==> src/rtl/serial_adder.sv <==
// serial_adder: bit-serial adder built around a single full-adder slice.
// An accepted start latches a, b and cin, then WIDTH RUN cycles process one
// bit per clock LSB-first. On the last RUN edge the result is loaded into the
// output registers at once and done pulses for one cycle.
//
// Parameters:
//   WIDTH   operand/result width in bits (1..32)
// Ports:
//   clk     rising-edge clock
//   rst     asynchronous active-high reset
//   start   begin an addition (accepted in IDLE or DONE only)
//   a, b    operands, cin carry-in (sampled with an accepted start)
//   busy    high while the addition runs
//   done    one-cycle completion pulse
//   sum     (a+b+cin) mod 2^WIDTH, held until the next completion
//   cout    carry-out, held with sum
//   ovf     signed overflow, held with sum (only with SERIAL_ADDER_OVF_EN)
//
// Build option: define SERIAL_ADDER_OVF_EN to add the ovf output.
module serial_adder #(
    parameter int unsigned WIDTH = 8
) (
    input  logic             clk,
    input  logic             rst,
    input  logic             start,
    input  logic [WIDTH-1:0] a,
    input  logic [WIDTH-1:0] b,
    input  logic             cin,
    output logic             busy,
    output logic             done,
    output logic [WIDTH-1:0] sum,
    output logic             cout
`ifdef SERIAL_ADDER_OVF_EN
    ,
    output logic             ovf
`endif
);

    localparam int unsigned CNT_W = (WIDTH > 1) ? $clog2(WIDTH) : 1;

    typedef enum logic [1:0] {
        S_IDLE = 2'd0,
        S_RUN  = 2'd1,
        S_DONE = 2'd2
    } state_t;

    state_t           state_q, state_d;
    logic [WIDTH-1:0] a_sh_q, a_sh_d;
    logic [WIDTH-1:0] b_sh_q, b_sh_d;
    logic [WIDTH-1:0] ps_q, ps_d;
    logic [WIDTH-1:0] sum_q, sum_d;
    logic             c_q, c_d;
    logic             cout_q, cout_d;
    logic [CNT_W-1:0] cnt_q, cnt_d;

    logic             bit_c;
    logic             carry_c;
    logic             last_c;

    // Single full-adder slice on the current LSBs
    assign bit_c   = a_sh_q[0] ^ b_sh_q[0] ^ c_q;
    assign carry_c = (a_sh_q[0] & b_sh_q[0]) | (a_sh_q[0] & c_q) | (b_sh_q[0] & c_q);
    assign last_c  = (cnt_q == CNT_W'(WIDTH - 1));

    // Next-state and datapath control
    always_comb begin
        state_d = state_q;
        a_sh_d  = a_sh_q;
        b_sh_d  = b_sh_q;
        ps_d    = ps_q;
        sum_d   = sum_q;
        c_d     = c_q;
        cout_d  = cout_q;
        cnt_d   = cnt_q;

        case (state_q)
            S_IDLE, S_DONE: begin
                if (start) begin
                    a_sh_d  = a;
                    b_sh_d  = b;
                    c_d     = cin;
                    ps_d    = '0;
                    cnt_d   = '0;
                    state_d = S_RUN;
                end else if (state_q == S_DONE) begin
                    state_d = S_IDLE;
                end
            end
            S_RUN: begin
                a_sh_d = a_sh_q >> 1;
                b_sh_d = b_sh_q >> 1;
                c_d    = carry_c;
                // New bit enters at the MSB so after WIDTH shifts bit 0 is the LSB
                ps_d   = (ps_q >> 1) | (WIDTH'(bit_c) << (WIDTH - 1));
                cnt_d  = cnt_q + CNT_W'(1);
                if (last_c) begin
                    sum_d   = ps_d;
                    cout_d  = carry_c;
                    state_d = S_DONE;
                end
            end
            default: state_d = S_IDLE;
        endcase
    end

    // State register
    always_ff @(posedge clk or posedge rst) begin
        if (rst) begin
            state_q <= S_IDLE;
        end else begin
            state_q <= state_d;
        end
    end

    // Datapath registers
    always_ff @(posedge clk or posedge rst) begin
        if (rst) begin
            a_sh_q <= '0;
            b_sh_q <= '0;
            ps_q   <= '0;
            sum_q  <= '0;
            c_q    <= 1'b0;
            cout_q <= 1'b0;
            cnt_q  <= '0;
        end else begin
            a_sh_q <= a_sh_d;
            b_sh_q <= b_sh_d;
            ps_q   <= ps_d;
            sum_q  <= sum_d;
            c_q    <= c_d;
            cout_q <= cout_d;
            cnt_q  <= cnt_d;
        end
    end

`ifdef SERIAL_ADDER_OVF_EN
    logic a_msb_q, a_msb_d;
    logic b_msb_q, b_msb_d;
    logic ovf_q, ovf_d;

    // Operand sign bits are shifted out during RUN, so keep copies for ovf
    always_comb begin
        a_msb_d = a_msb_q;
        b_msb_d = b_msb_q;
        ovf_d   = ovf_q;
        if ((state_q != S_RUN) && start) begin
            a_msb_d = a[WIDTH-1];
            b_msb_d = b[WIDTH-1];
        end else if ((state_q == S_RUN) && last_c) begin
            // The bit produced on the final RUN edge is the sum MSB
            ovf_d = (a_msb_q == b_msb_q) && (bit_c != a_msb_q);
        end
    end

    always_ff @(posedge clk or posedge rst) begin
        if (rst) begin
            a_msb_q <= 1'b0;
            b_msb_q <= 1'b0;
            ovf_q   <= 1'b0;
        end else begin
            a_msb_q <= a_msb_d;
            b_msb_q <= b_msb_d;
            ovf_q   <= ovf_d;
        end
    end

    assign ovf = ovf_q;
`endif

    assign busy = (state_q == S_RUN);
    assign done = (state_q == S_DONE);
    assign sum  = sum_q;
    assign cout = cout_q;

endmodule

==> config.mk <==
export PLATFORM = sky130hd
export DESIGN_NAME = serial_adder
export DESIGN_NICKNAME = d
export VERILOG_FILES = /design/src/rtl/serial_adder.sv
export SDC_FILE = /design/constraint.sdc
export NUM_CORES = 1
export LEC_CHECK = 0
export BUFFER_PORTS_ARGS = -buffer_cell sky130_fd_sc_hd__buf_4
export CAP_MARGIN = 20
export CORE_MARGIN = 2
export CORE_UTILIZATION = 30
export DETAILED_ROUTE_END_ITERATION = 8
export GPL_ROUTABILITY_DRIVEN = 1
export PLACE_DENSITY_LB_ADDON = 0.3
export SYNTH_ARGS = -nofsm -noshare
export SYNTH_HDL_FRONTEND = slang
export SYNTH_SLANG_ARGS = --single-unit
==> constraint.sdc <==
create_clock -name clk -period 1.4 [get_ports clk]
set_input_delay 0.28 -clock clk [delete_from_list [all_inputs] [get_ports clk]]
set_output_delay 0.28 -clock clk [all_outputs]
set_load 0.02 [all_outputs]
==> metrics.md <==
| Metric | Value |
|---|---|
| Slowest-stage cell, CP | `dfrtp_1` |
| Leading area contributor after synthesis | `dfrtp_1` |
| Cell family with the largest share of critical-path delay | `flip-flops` |
| Share of cells above drive strength 1 | `0.410` |
| Initial DRC Count | `71` |
| GP Congestion | `0.719` |
| IO Count | `31` |
| Netlist cell types | `21` |
| Power per cell area | `2330 nW/um2` |
| Worst Hold Slack | `103 ps` |
| Starting density of the core | `0.307` |
| Reg-to-reg slack, setup | `60 ps` |
| Hold Buf Count CTS | `0` |
| Largest stage delay on the critical path | `400 ps` |
| Final Max Slew Viols | `0` |
| GRT busiest layer | `met2` |
| Antenna violations before repair | `0` |
| Final Total Pwr | `5.05 mW` |
| Cell count after synthesis | `133` |
| Clock Sinks | `38` |
| CTS tree | `done` |
| Synthesis-to-finish area growth | `29.6%` |
| # DRC | `0` |
| RSZ-0062 raised after global routing | `true` |
| Final #Nets | `200` |
| Tcrit/Tclk final | `0.985` |
| Die area | `6190 um2` |
| Clock tree root driver cell | `clkbuf_8` |
| Worst slew pin tran | `480 ps` |
| WP buf/inv | `2` |
| Die Ht | `78.6 um` |
| Vias post-DR | `1192` |
| GR Util met2 | `0.216` |
| Met3 Use GR | `0.0483` |
| Worst setup EP type | `output pin` |
| Fill cells | `524` |
| Synth area leaders | `dfrtp_1, mux2_4, a22o_1` |
| Grt ovf | `0` |
| Global Route Usage Sum | `0.129` |
| Crit-path max FO | `6` |
| Status | `completed` |
| Die Wd | `78.6 um` |
| Synth Warn # | `0` |
| Fin util | `0.398` |
| Syn_nets | `156` |
| R2r worst-path depth | `4` |
| Relative slew slack | `0.680` |
| TritonRoute pass-1 iters | `4` |
| Most common cell after layout, fill and taps aside | `buf_4` |
| Worst VDD drop | `0.861 mV` |
| Fraction of post-synthesis cell area in the top cell type by area | `0.569` |
| Final wirelength | `3.45 mm` |
| HP Class | `input port to async pin` |
| Met1 Use GR | `0.146` |
| WL/cell | `13.8 um` |
| Antenna diodes | `0` |
| Row Count | `27` |
| Core area | `5440 um2` |
| Levels on crit path | `3` |
| Finished Layout Cells | `250` |
| Final hold viol count | `0` |
| Most frequent cells in the layout | `buf_4, dfrtp_1, nor2_1` |
| Placed cell count | `234` |
| Hpwl dp | `2.31 mm` |
| Setup TNS | `0 ps` |
| CTS buffer count | `5` |
| Netlist Area Pre-Place | `1670 um2` |
| Detail Route Antenna Nets | `0` |
| Max_cap viols | `0` |
| CTS Buffer Depth | `2` |
| CP startpoint kind | `flip-flop` |
| Arr. time, crit path | `1100 ps` |
| First-pass GRT wire length | `6.03 mm` |
| Syn_area_per_cell | `12.6 um2` |
| Clock transition at path regs | `70 ps` |
| Worst path cell trace | `buf_6 -> nor2b_1 -> buf_4` |
| Port bufs | `30` |
| Endpoints failing setup | `0` |
| Worst-skew pair later-pin latency | `290 ps` |
| Skew final | `11.1 ps` |
| Highest Clock Rate | `725 MHz` |
| Worst EP required | `1120 ps` |
| Pin count of the biggest net entering global routing | `39` |
| Vias in the first global route | `1308` |
| Setup CP Type | `flip-flop to output pin` |
| Seq cells post-synth | `38` |
| Lkg Pwr | `1.02 nW` |
| Min Tclk post-route | `1380 ps` |
| Via density | `4.77` |
| Fraction of the yosys area taken by sequential cells | `0.569` |
| H-tree levels | `2` |
==> metal layers <==
metal / up-vias / routed length (um)
met5: - / 0
met4: 0 / 42
met3: 4 / 175
met2: 29 / 1750
met1: 589 / 1480
li1: 570 / -
==> path summary, 6_finish.rpt <==
check	start	endpoint
max	state_q[1]	done
max in group asynchronous	rst	state_q[0]
max reg2reg	cnt_q[0]	sum[0]
min	rst	ps_q[7]
min in group clk	b[7]	b_sh_q[7]
min reg2reg	b_sh_q[3]	b_sh_q[3]
==> cell families (layout without fill, tap and decap cells) <==
family | count (synthesis) | after routing | synth area share
AO/OA/AOI/OAI | 28 | 28 | 0.122
XOR/XNOR | 1 | 1 | 0.00524
adder cells (fa/ha/maj) | 3 | 3 | 0.0269
buffers and inverters | 13 | 57 | 0.0501
flip-flops | 38 | 38 | 0.569
multiplexers | 13 | 13 | 0.108
AND/OR/NAND/NOR | 37 | 38 | 0.119
==> synthesized netlist by cell type <==
library cell  instances
dfrtp_1              38
nor2_1               16
nor3_1               15
o22ai_1              15
a22o_1               12
mux2_4                9
buf_2                 7
mux2_2                4
buf_6                 2
ha_1                  2
inv_1                 2
nor2b_1               2
buf_4                 1
fa_1                  1
inv_8                 1
nand2_8               1
nand2b_1              1
nand2b_4              1
nor2_4                1
o21ai_0               1
xnor2_1               1
==> flip-flops by register name (all words and copies together) (netlist names) <==
| name | cells |
|---|---|
| cout | 1 |
| cnt_q | 3 |
| b_sh_q | 8 |
| sum | 8 |
| state_q | 2 |
| a_sh_q | 8 |
| c_q | 1 |
| ps_q | 7 |
==> report_power, final <==
| part | total [mW] | internal (mW) | switching (mW) |
|---|---|---|---|
| Combinational | 2.34 | 1.24 | 1.10 |
| Sequential | 1.95 | 1.61 | 0.343 |
| Clock | 0.764 | 0.397 | 0.367 |
==> through the flow <==
| stage | area [um2] | worst slack, ps |
|---|---|---|
| final | 2170 | 20.3 |
| after global routing | 2170 | -47.6 |
| after CTS | 2130 | -17.0 |
| after detailed placement | 1990 | 2.12 |
| after global placement | 1990 | 25.3 |
| after floorplan | 1670 | 29.2 |
==> area by class of cell <==
type                            count  area [um2]  share of cell area
Multi-Input combinational cell     83         661               0.305
Clock buffer                        7        86.3              0.0399
Clock inverter                      1        5.00             0.00231
Inverter                            3        18.8             0.00867
Timing Repair Buffer               46         353               0.163
Sequential cell                    38         952               0.440
Tap cell                           72        90.1              0.0416
==> worst register-to-register path: stages (launching register included) <==
cell     delay, ps
dfrtp_1        390
ha_1           230
ha_4           200
nand2_4        120
mux2_4         300
==> repair_timing <==
| item | CTS | global route |
|---|---|---|
| gates resized for setup | 2 | 3 |
| endpoints found under the setup margin | 11 | 5 |
| gates cloned | 1 | 0 |
| pin swaps | 1 | 0 |
| setup buffers | 4 | 3 |
(Power assumes the default switching activity.)
